File: config.mk
export PLATFORM = sky130hd
export DESIGN_NAME = pep_batch_scheduler
export DESIGN_NICKNAME = d
export VERILOG_FILES = /design/src/rtl/pep_batch_scheduler.sv
export SDC_FILE = /design/constraint.sdc
export NUM_CORES = 1
export LEC_CHECK = 0
export ABC_AREA = 1
export CORE_ASPECT_RATIO = 0.5
export CORE_UTILIZATION = 55
export DETAILED_ROUTE_END_ITERATION = 6
export PLACE_DENSITY = 0.73
export SETUP_SLACK_MARGIN = 0.15
export SYNTH_ARGS = -nofsm -noshare
export SYNTH_HDL_FRONTEND = slang
export SYNTH_SLANG_ARGS = --single-unit
File: constraint.sdc
create_clock -name clk -period 3.4 [get_ports clk]
set_clock_uncertainty 0.2 [all_clocks]
set_input_delay 0.68 -clock clk [delete_from_list [all_inputs] [get_ports clk]]
set_output_delay 0.68 -clock clk [all_outputs]
set_load 0.01 [all_outputs]
File: src/rtl/pep_batch_scheduler.sv
// pep_batch_scheduler
// Collects PBS slot ids into an arrival-ordered pending queue and issues them
// in batches of up to BATCH_PBS_NB. A batch goes out when the queue can fill
// it, on flush, or once a partial batch has waited BATCH_TIMEOUT cycles.
// Only one batch is in flight at a time; batch_done retires it.
module pep_batch_scheduler #(
  parameter int TOTAL_PBS_NB  = 32,
  parameter int BATCH_PBS_NB  = 12,
  parameter int BATCH_TIMEOUT = 64,
  localparam int PID_W = $clog2(TOTAL_PBS_NB),
  localparam int BNB_W = $clog2(BATCH_PBS_NB + 1)
) (
  input  logic             clk,
  input  logic             a_rst_n,
  input  logic [PID_W-1:0] in_pid,
  input  logic             in_vld,
  output logic             in_rdy,
  input  logic             flush,
  output logic [BNB_W-1:0] cmd_pbs_nb,
  output logic             cmd_vld,
  input  logic             cmd_rdy,
  output logic [PID_W-1:0] bpid,
  output logic             bpid_last,
  output logic             bpid_vld,
  input  logic             bpid_rdy,
  input  logic             batch_done,
  output logic [PID_W:0]   pending_cnt,
  output logic             busy,
  output logic             err_done
);

  localparam int TO_W = $clog2(BATCH_TIMEOUT + 1);
  localparam logic [PID_W:0]   CNT_MAX   = (PID_W+1)'(TOTAL_PBS_NB);
  localparam logic [PID_W:0]   CNT_BATCH = (PID_W+1)'(BATCH_PBS_NB);
  localparam logic [PID_W-1:0] PTR_LAST  = PID_W'(TOTAL_PBS_NB - 1);
  localparam logic [TO_W-1:0]  TO_LAST   = TO_W'(BATCH_TIMEOUT - 1);

  typedef enum logic [2:0] {S_IDLE, S_WAIT, S_CMD, S_SEND, S_RUN} state_t;

  state_t           state_reg, state_next;
  logic [PID_W-1:0] mem [TOTAL_PBS_NB];
  logic [PID_W-1:0] wr_ptr_reg, rd_ptr_reg;
  logic [PID_W:0]   cnt_reg;
  logic             rdy_en_reg;
  logic [TO_W-1:0]  to_cnt_reg;
  logic [BNB_W-1:0] nb_reg;
  logic [BNB_W-1:0] sent_reg;
  logic             err_reg;

  logic             push, pop;
  logic             has_pend, full_batch, timeout_hit, is_last;
  logic             enter_cmd, enter_wait;
  logic [BNB_W-1:0] batch_nb;

  // Handshake qualifiers and queue status decodes
  always_comb begin
    has_pend    = (cnt_reg != '0);
    full_batch  = (cnt_reg >= CNT_BATCH);
    timeout_hit = (to_cnt_reg == TO_LAST);
    is_last     = (sent_reg == (nb_reg - BNB_W'(1)));
    in_rdy      = rdy_en_reg & (cnt_reg < CNT_MAX);
    push        = in_vld & in_rdy;
    pop         = (state_reg == S_SEND) & bpid_rdy;
    batch_nb    = full_batch ? BNB_W'(BATCH_PBS_NB) : BNB_W'(cnt_reg);
    enter_cmd   = (state_next == S_CMD) && (state_reg != S_CMD);
    enter_wait  = (state_next == S_WAIT) && (state_reg != S_WAIT);
  end

  // Next-state logic for the batch controller
  always_comb begin
    state_next = state_reg;
    case (state_reg)
      S_IDLE: begin
        if (has_pend && (flush || full_batch)) state_next = S_CMD;
        else if (has_pend)                     state_next = S_WAIT;
      end
      S_WAIT: begin
        if (full_batch || flush || timeout_hit) state_next = S_CMD;
      end
      S_CMD: begin
        if (cmd_rdy) state_next = S_SEND;
      end
      S_SEND: begin
        if (bpid_rdy && is_last) state_next = S_RUN;
      end
      S_RUN: begin
        if (batch_done) begin
          if (has_pend && (flush || full_batch)) state_next = S_CMD;
          else if (has_pend)                     state_next = S_WAIT;
          else                                   state_next = S_IDLE;
        end
      end
      default: state_next = S_IDLE;
    endcase
  end

  // Output decode; bpid is forced to zero outside SEND so it reads 0 after reset
  always_comb begin
    cmd_vld     = (state_reg == S_CMD);
    cmd_pbs_nb  = nb_reg;
    bpid_vld    = (state_reg == S_SEND);
    bpid        = (state_reg == S_SEND) ? mem[rd_ptr_reg] : '0;
    bpid_last   = (state_reg == S_SEND) & is_last;
    busy        = (state_reg == S_CMD) || (state_reg == S_SEND) || (state_reg == S_RUN);
    pending_cnt = cnt_reg;
    err_done    = err_reg;
  end

  // State register
  always_ff @(posedge clk or negedge a_rst_n) begin
    if (!a_rst_n) state_reg <= S_IDLE;
    else          state_reg <= state_next;
  end

  // Pending queue storage; no reset so it maps onto RAM
  always_ff @(posedge clk) begin
    if (push) mem[wr_ptr_reg] <= in_pid;
  end

  // Queue pointers and occupancy; in_rdy is held low until the first clock after reset
  always_ff @(posedge clk or negedge a_rst_n) begin
    if (!a_rst_n) begin
      wr_ptr_reg <= '0;
      rd_ptr_reg <= '0;
      cnt_reg    <= '0;
      rdy_en_reg <= 1'b0;
    end else begin
      rdy_en_reg <= 1'b1;
      if (push) wr_ptr_reg <= (wr_ptr_reg == PTR_LAST) ? '0 : wr_ptr_reg + PID_W'(1);
      if (pop)  rd_ptr_reg <= (rd_ptr_reg == PTR_LAST) ? '0 : rd_ptr_reg + PID_W'(1);
      case ({push, pop})
        2'b10:   cnt_reg <= cnt_reg + (PID_W+1)'(1);
        2'b01:   cnt_reg <= cnt_reg - (PID_W+1)'(1);
        default: cnt_reg <= cnt_reg;
      endcase
    end
  end

  // Partial-batch timeout: restarts on every WAIT entry, counts while waiting
  always_ff @(posedge clk or negedge a_rst_n) begin
    if (!a_rst_n)                  to_cnt_reg <= '0;
    else if (enter_wait)           to_cnt_reg <= '0;
    else if (state_reg == S_WAIT)  to_cnt_reg <= to_cnt_reg + TO_W'(1);
  end

  // Batch size is frozen on CMD entry so later pushes cannot grow the batch
  always_ff @(posedge clk or negedge a_rst_n) begin
    if (!a_rst_n) begin
      nb_reg   <= '0;
      sent_reg <= '0;
    end else begin
      if (enter_cmd) nb_reg <= batch_nb;
      if (state_reg == S_CMD) sent_reg <= '0;
      else if (pop)           sent_reg <= sent_reg + BNB_W'(1);
    end
  end

  // Flag a batch_done that arrives with no batch in flight
  always_ff @(posedge clk or negedge a_rst_n) begin
    if (!a_rst_n) err_reg <= 1'b0;
    else          err_reg <= batch_done && (state_reg != S_RUN);
  end

endmodule

==> out/summary.txt, run 1 <==
average cell area after synthesis: 10.9 sq um
fraction of the yosys area taken by sequential cells: 65.2%
total wire length: 20700 um
wire length of the first global-routing pass: 32300 um
number of clock sinks: 196
total of max-cap violations: 0
count of fill cells added during filler insertion: 1121
main combinational cell family by area after synthesis: simple AND/OR/NAND/NOR gates
commonest non-fill, non-tap cell in the layout: sky130_fd_sc_hd__edfxtp_1
share of the synthesized area in the top cell type: 54.9%
flop and latch count out of synthesis: 196
vias post-DR: 6253
fin. max-slew vios: 0
total power divided by cell area: 846 mW/mm^2
CTS H-Tree Depth: 4
pin count of the biggest net entering global routing: 52
maximum net fanout on the critical path: 18
core box area: 0.0155 sq mm
leakage power total: 3.83 nW
Post-Place Cells: 1023
initial standard-cell utilization of the core: 56.6%
path type of the worst setup path: flip-flop to primary output
count of non-filler cells in the finished layout: 1069
critical path endpoint category: primary output
drt via density: 5.85
number of DRC violations after detailed-routing iteration 0: 688
data arrival at the endpoint of the critical path: 2.35 ns
Die X-Extent: 180 um
Die Height: 91.2 um
setup tns final: 0 ns
worst max-slew margin expressed relative to the limit: 42.2%
die area: 0.0165 sq mm
maximum vdd drop: 0.465 mV
growth of design area from synthesis to finish: 15.9%
number of buffers added to fix hold violations after cts: 0
global placement routability congestion: 0.885
CP Launch Type: flip-flop
Longest Clk Path Bufs: 2
worst-skew pair later-pin latency: 0.43 ns
layout cell share with drive strength beyond 1: 12.5%
DP HPWL: 12200 um
number of distinct standard cells referenced by the synthesized netlist: 42
post-layout total power: 8.58 mW
number of remaining DRC errors: 0
total I/O pin count: 33
CTS tree: yes
RSZ-0062 raised after global routing: true
Root Buffer Master: sky130_fd_sc_hd__clkbuf_16
slew at the pin with the worst max-slew slack: 0.866 ns
path type of the worst min-delay path: primary input to async pin
number of cell rows: 32
Post-Synth Simple-Gate Area: 18.0%
share of the cycle needed by the critical path after routing: 94.9%
wire length per cell: 19.3 um
data required time at the worst endpoint: 2.52 ns
share of the synthesized area in compound gates (AO/OA/AOI/OAI): 8.52%
net count of the mapped netlist: 834
Fin Hold WS: 0.148 ns
most frequent cells in the layout: sky130_fd_sc_hd__edfxtp_1, sky130_fd_sc_hd__nand2_1, sky130_fd_sc_hd__nor2_1
gate count of the mapped netlist: 806
run status: complete, no violations
Post-layout nets: 880
mux share of post-synthesis cell area: 0.114%
adder-cell share of the synthesized area: 2.37%
setup slack after layout: 0.174 ns
DP Worst Slack: 0.247 ns
number of flip-flops in the largest register: 160
Post-Synth XOR/XNOR Area: 1.00%
summed instance area of the synthesized netlist: 0.00875 sq mm
antenna violations before repair: 0
number of antenna diodes: 0
cell type with the highest aggregate area in the netlist: sky130_fd_sc_hd__edfxtp_1
residual overflow from global routing: 0
setup violators final: 0
overall fraction of global-route tracks in use: 26.4%
dominant cells by area after synthesis: sky130_fd_sc_hd__edfxtp_1, sky130_fd_sc_hd__dfrtp_1, sky130_fd_sc_hd__nand2_1, sky130_fd_sc_hd__nor2_1, sky130_fd_sc_hd__o21ai_0
number of CTS-inserted buffers: 17
Final Critical Period: 3.23 ns
clock slew at reported path FFs: 0.08 ns
antenna-violating nets left: 0
Port Buffers: 32
max frequency: 310 MHz
Pre-antenna DRT Iters: 6
Final Hold Fails: 0
Synthesis Warnings: 0
number of global-route vias before repair: 6023
[what timing repair did]
action / in CTS / in global routing
pin swaps: 9 / 10
resized for setup: 32 / 29
cloned: 5 / 0
setup endpoints to repair: 6 / 6
buffers inserted: 9 / 0
[critical path, stage by stage (launching register included)]
cell,delay (ns)
sky130_fd_sc_hd__dfrtp_4,0.57
sky130_fd_sc_hd__buf_8,0.17
sky130_fd_sc_hd__inv_12,0.10
sky130_fd_sc_hd__o21ai_0,0.09
sky130_fd_sc_hd__o211ai_1,0.27
sky130_fd_sc_hd__nand3_1,0.21
sky130_fd_sc_hd__nand2_1,0.11
sky130_fd_sc_hd__nor2_1,0.04
sky130_fd_sc_hd__nor2_1,0.10
sky130_fd_sc_hd__clkdlybuf4s15_1,0.25
[final timing paths]
kind,cells after the start,endpoint,slack (ns),start
setup reg to reg,14,pending_cnt[4],0.71,state_reg[2]
hold reg to reg,2,cmd_pbs_nb[1],0.34,cmd_pbs_nb[1]
min in group clk,2,cmd_pbs_nb[1],0.34,cmd_pbs_nb[1]
max in group asynchronous,1,rd_ptr_reg[0],2.20,a_rst_n
setup / recovery,9,bpid[1],0.17,rd_ptr_reg[0]
hold / removal,1,rdy_en_reg,0.15,a_rst_n
[cell usage after synthesis, drive strengths merged]
cell type  count
nand4          6
a31oi          1
nand2        141
conb           1
nor3          11
dfrtp         36
ha            15
or2            1
clkbuf         9
a21oi         28
mux2i          1
o221ai         9
edfxtp       160
xnor2          3
o21a           1
nand3         63
o211ai         9
nand3b         1
buf           26
nor2         142
xor2           7
o22ai          5
inv           52
o31ai         10
o21ai         67
fa             1
[final cells by class]
cell class	instances	area [sq um]	share of cell area, %
Multi-Input combinational cell	523	2710	26.7
Sequential cell	196	5710	56.3
Inverter	52	215	2.12
Tap cell	204	255	2.52
Clock inverter	14	119	1.17
Timing Repair Buffer	60	676	6.66
Clock buffer	18	429	4.23
Timing Repair inverter	2	31.3	0.308
[kinds of logic (layout without fill, tap and decap cells)]
group,Yosys count,after routing
multiplexers,1,1
adder cells (fa/ha/maj),16,16
other,1,1
XOR/XNOR,10,10
AND/OR/NAND/NOR,365,365
AO/OA/AOI/OAI,130,130
flip-flops,196,196
buffers and inverters,87,146
[layer usage]
| metal | GRT usage [%] | routed length [um] |
|---|---|---|
| met4 | 8.05 | 390 |
| met3 | 6.42 | 2160 |
| met1 | 36.1 | 8500 |
| met5 | 0 | 0 |
| met2 | 42.2 | 9600 |
[through the flow]
step | utilization (%) | cell area (sq um)
CTS | 65.3 | 10100
detailed placement | 59.9 | 9260
global placement | 59.9 | 9260
global route | 65.6 | 10100
floorplan | - | 8750
finish | 65.6 | 10100
[power breakdown]
part	internal (mW)	total, mW	switching (mW)
Clock	0.960	1.89	0.932
Combinational	1.36	3.60	2.23
Sequential	2.82	3.09	0.273
Note: power is estimated with default switching activity, not from simulation.
==> run 2, diff against run 1 <==
Settings changed: DONT_BUFFER_PORTS from default to 1, PLACE_DENSITY 0.73 to 0.7.
==> run 2 against run 1 <==
- power fell by 8.1%
- largest cell class unchanged
- sequential power hardly changed
- wire length is 6.1% lower
- register-to-register slack got worse by 0.23 ns
- flip-flop and latch count did not move
- highest routed layer unchanged
==> out/summary.txt, run 2 (synthesis gave the netlist of run 1 again) <==
fin. max-slew vios: 0
max frequency: 320 MHz
Die Height: 91.2 um
vias post-DR: 5978
Final Critical Period: 3.13 ns
worst max-slew margin expressed relative to the limit: 40.8%
share of the cycle needed by the critical path after routing: 92.0%
count of fill cells added during filler insertion: 1224
core box area: 0.0155 sq mm
slew at the pin with the worst max-slew slack: 0.881 ns
Max stage delay cell, worst path: sky130_fd_sc_hd__dfrtp_1
drt via density: 5.88
Fin Hold WS: 0.139 ns
flop2flop setup slack: 0.48 ns
Post-layout nets: 827
switching power: 3.15 mW
DP HPWL: 12000 um
maximum net fanout on the critical path: 51
total wire length: 19400 um
maximum vdd drop: 0.568 mV
Worst Hold Depth: 0
most common cell type on the critical path: sky130_fd_sc_hd__nor2_1
Longest Clk Path Bufs: 2
capturing point of the worst reg2reg path: pending_cnt[4]
number of DRC violations after detailed-routing iteration 0: 778
Worst R2R Path Depth: 14
post-route standard cell area excluding fillers: 0.00950 sq mm
critical path endpoint category: primary output
path type of the worst setup path: flip-flop to primary output
max incr delay on CP: 0.40 ns
die area: 0.0165 sq mm
setup violators final: 0
endpoint of the worst hold path: mem[1][2]
Clk pwr share: 24.8%
Power Internal: 4.73 mW
initial standard-cell utilization of the core: 56.6%
antenna-violating nets left: 0
Port Buffers: 0
sequence of cells on the critical path: buf_6, o21ai_0, o221ai_1, nand3_1, nand2_1, nor2_1, nor2_1
placed cell areas: 0.00886 sq mm
Die X-Extent: 180 um
number of CTS-inserted buffers: 17
leakage power total: 3.54 nW
total power divided by cell area: 830 mW/mm^2
wire length of the first global-routing pass: 30200 um
data arrival at the endpoint of the critical path: 2.25 ns
commonest non-fill, non-tap cell in the layout: sky130_fd_sc_hd__edfxtp_1
CTS tree: yes
Combinational Power Share: 35.6%
number of global-route vias before repair: 5619
residual overflow from global routing: 0
total of max-cap violations: 0
final standard cell utilization of the core: 61.5%
worst reg2reg startpoint: state_reg[2]
startpoint of the most critical setup path: rd_ptr_reg[1]
total I/O pin count: 33
number of flip-flops in the largest register: 160
global placement routability congestion: 0.856
switch share: 40.0%
number of clock sinks: 196
CP Launch Type: flip-flop
RSZ-0062 raised after global routing: false
number of setup buffers added after CTS: 0
path type of the worst min-delay path: primary input to flip-flop
Pre-antenna DRT Iters: 5
most frequent cells in the layout: sky130_fd_sc_hd__edfxtp_1, sky130_fd_sc_hd__nor2_1, sky130_fd_sc_hd__nand2_1
growth of design area from synthesis to finish: 8.59%
clock slew at reported path FFs: 0.08 ns
overall fraction of global-route tracks in use: 24.5%
layout cell share with drive strength beyond 1: 7.64%
setup tns final: 0 ns
Worst path top cell family by delay: simple AND/OR/NAND/NOR gates
post-layout total power: 7.89 mW
total buffers and inverters traversed by the critical path: 1
portion of total power attributed to sequential cells: 39.6%
number of antenna diodes: 0
number of remaining DRC errors: 0
Final Hold Fails: 0
CTS H-Tree Depth: 4
run status: complete, no violations
number of cell rows: 32
wire length per cell: 19.1 um
data required time at the worst endpoint: 2.52 ns
antenna violations before repair: 0
pin count of the biggest net entering global routing: 83
worst-skew pair later-pin latency: 0.43 ns
beginning of the worst hold path: in_pid[2]
Root Buffer Master: sky130_fd_sc_hd__clkbuf_16
run 2: cell count changes in the layout (fill, tap and decap cells not counted), sizes merged:
| cell | delta |
|---|---|
| buf | -22 |
| clkdlybuf4s15 | -2 |
| clkdlybuf4s50 | -25 |
| dlymetal6s2s | -1 |
| inv | -4 |
| bufinv | +1 |
| dlygate4sd3 | +1 |
| clkinv | +2 |
| clkbuf | -3 |
run 2: layer usage:
layer,vias up,global-route usage [%],share of wire (%)
met5,-,0,0
met4,0,8.19,1.8
met3,25,5.46,8.2
met2,276,38.6,46
met1,2892,33.9,44
li1,2785,-,-
run 2: how the worst max path moves through the flow:
stage	end	depth (start not counted)	slack, ns
2_1_floorplan	pending_cnt[4]	15	0.79
3_3_place_gp	pending_cnt[4]	14	0.59
3_5_place_dp	pending_cnt[4]	14	0.49
4_1_cts	bpid[2]	9	0.20
5_1_grt	bpid[2]	9	0.17
6_report	bpid[2]	7	0.27
run 2: cell type report:
type,count,area (sq um),area share (%)
Inverter,52,215,2.26
Timing Repair Buffer,9,124,1.30
Tap cell,204,255,2.69
Clock buffer,17,425,4.48
Multi-Input combinational cell,523,2630,27.7
Sequential cell,196,5710,60.1
Clock inverter,15,145,1.53
run 2: power by group through the flow:
stage	Clock [mW]	Combinational, mW	Sequential, mW
2_1_floorplan	0	2.15	3.06
3_3_place_gp	0	2.66	3.15
3_5_place_dp	0	2.70	3.15
4_1_cts	1.96	2.73	3.10
5_1_grt	2.06	3.11	3.15
6_report	1.95	2.81	3.12
run 2: what timing repair did:
action,CTS,global route
setup endpoints to repair,0,5
resized for setup,0,6
hold buffers,2,0
hold endpoints to repair,36,0
run 2: through the flow:
| step | cells | setup slack [ns] |
|---|---|---|
| CTS | 1015 | 0.200 |
| global route | 1016 | 0.174 |
| finish | 1016 | 0.272 |
| floorplan | 806 | 0.790 |
| global placement | 981 | 0.586 |
| detailed placement | 981 | 0.493 |
==> run 3, diff against run 2 <==
Settings changed: CORE_MARGIN from default to 2.
==> run 3 against run 2 <==
- the flow now finishes with violations (DRC)
- global-route usage fell by 0.54 points
- maximum frequency rose by 0.62%
- clock power barely moved
- cell count rose by 0.39%
- critical endpoint is now bpid[1]
- largest power group unchanged
==> out/summary.txt, run 3 (synthesis gave the netlist of run 1 again) <==
run status: complete, but fails checks
failing checks: DRC
most frequent cells in the layout: sky130_fd_sc_hd__edfxtp_1, sky130_fd_sc_hd__nor2_1, sky130_fd_sc_hd__nand2_1
Power Internal: 4.74 mW
total power divided by cell area: 825 mW/mm^2
antenna-violating nets left: 0
data required time at the worst endpoint: 2.52 ns
path type of the worst min-delay path: primary input to flip-flop
portion of total power attributed to sequential cells: 40.3%
RSZ-0062 raised after global routing: false
Clk pwr share: 24.8%
pin count of the biggest net entering global routing: 83
overall fraction of global-route tracks in use: 23.9%
footprint of the multi-input gates: 0.00264 sq mm
number of antenna diodes: 0
Port Buffers: 0
fin. max-slew vios: 0
wire length per cell: 19.0 um
total of max-cap violations: 0
Longest Clk Path Bufs: 2
Die Height: 93.2 um
maximum vdd drop: 0.465 mV
CTS tree: yes
setup violators final: 0
Combinational Power Share: 34.9%
Root Buffer Master: sky130_fd_sc_hd__clkbuf_16
DP HPWL: 12100 um
post-layout total power: 7.86 mW
antenna violations before repair: 0
number of cell rows: 32
core box area: 0.0155 sq mm
residual overflow from global routing: 0
CP Launch Type: flip-flop
global placement routability congestion: 0.830
initial standard-cell utilization of the core: 56.5%
number of DRC violations after detailed-routing iteration 0: 684
wire length of the first global-routing pass: 30200 um
number of clock sinks: 196
max frequency: 322 MHz
total wire length: 19400 um
number of flip-flops in the largest register: 160
number of global-route vias before repair: 5538
Final Critical Period: 3.11 ns
data arrival at the endpoint of the critical path: 2.23 ns
number of CTS-inserted buffers: 17
setup tns final: 0 ns
vias post-DR: 5833
post-route standard cell area excluding fillers: 0.00953 sq mm
switch share: 39.7%
clock slew at reported path FFs: 0.07 ns
Register Area: 0.00571 sq mm
count of non-filler cells in the finished layout: 1020
critical path endpoint category: primary output
total I/O pin count: 33
Final Hold Fails: 0
die area: 0.0170 sq mm
drt via density: 5.72
slew at the pin with the worst max-slew slack: 0.965 ns
placed cell areas: 0.00885 sq mm
worst-skew pair later-pin latency: 0.43 ns
growth of design area from synthesis to finish: 8.85%
Post-Place Cells: 982
CTS H-Tree Depth: 4
number of remaining DRC errors: 1
path type of the worst setup path: flip-flop to primary output
Fin Hold WS: 0.141 ns
leakage power total: 3.56 nW
layout cell share with drive strength beyond 1: 8.33%
Post-layout nets: 831
commonest non-fill, non-tap cell in the layout: sky130_fd_sc_hd__edfxtp_1
switching power: 3.12 mW
Pre-antenna DRT Iters: 7
maximum net fanout on the critical path: 34
Die X-Extent: 182 um
count of fill cells added during filler insertion: 1196
worst max-slew margin expressed relative to the limit: 35.2%
share of the cycle needed by the critical path after routing: 91.4%
[run 3: cell types whose count changed in the layout (fill, tap and decap cells not counted), sizes merged]
cell / change
clkinvlp: +1
buf: +4
clkinv: -1
[run 3: final timing paths]
kind / startpoint / endpoint / slack [ns] / depth (start not counted)
setup / recovery: rd_ptr_reg[0] / bpid[1] / 0.29 / 9
hold / removal: in_pid[4] / mem[27][4] / 0.14 / 0
setup reg to reg: pending_cnt[5] / mem[5][2] / 0.66 / 5
hold reg to reg: to_cnt_reg[0] / to_cnt_reg[0] / 0.34 / 1
max in group asynchronous: a_rst_n / rd_ptr_reg[0] / 2.27 / 2
min in group asynchronous: a_rst_n / to_cnt_reg[3] / 0.51 / 2
[run 3: area by class of cell]
cell class	instances	area share, %
repair buffers	13	1.31
flip-flops and latches	196	59.9
clock inverters	15	1.51
inverters	52	2.40
multi-input cells	523	27.7
clock buffers	17	4.47
well taps	204	2.68
[run 3: power groups by stage]
stage / Clock (mW) / Combinational (mW) / Sequential (mW)
finish: 1.95 / 2.74 / 3.16
global route: 2.05 / 3.07 / 3.19
CTS: 1.96 / 2.66 / 3.16
detailed placement: 0 / 2.62 / 3.20
global placement: 0 / 2.57 / 3.19
floorplan: 0 / 2.15 / 3.06
[run 3: what timing repair did]
| action | CTS | global route |
|---|---|---|
| endpoints found under the setup margin | 5 | 5 |
| hold buffers | 2 | 0 |
| buffers inserted | 0 | 4 |
| endpoints found under the hold margin | 36 | 0 |
| resized for setup | 4 | 8 |
[run 3: worst max-delay path: stages (launching register included)]
cell                      delay, ns
sky130_fd_sc_hd__dfrtp_4       0.56
sky130_fd_sc_hd__buf_8         0.26
sky130_fd_sc_hd__nand2_1       0.10
sky130_fd_sc_hd__nand3_1       0.09
sky130_fd_sc_hd__nand2_1       0.08
sky130_fd_sc_hd__a21oi_1       0.15
sky130_fd_sc_hd__o31ai_1       0.12
sky130_fd_sc_hd__nand3_1       0.10
sky130_fd_sc_hd__nand2_1       0.07
sky130_fd_sc_hd__nor2_1        0.25
[run 3: per-stage QoR]
stage,setup slack (ns),util [%]
2_1_floorplan,0.790,-
3_3_place_gp,0.515,57.1
3_5_place_dp,0.474,57.1
4_1_cts,0.163,61.1
5_1_grt,0.156,61.5
6_report,0.291,61.5
[run 3: per-layer routing]
layer	vias up	GRT usage, %	wire length, um
li1	2783	-	-
met1	2816	34.2	8670
met2	223	38.2	9050
met3	11	4.71	1490
met4	0	6.05	150
met5	-	0	0
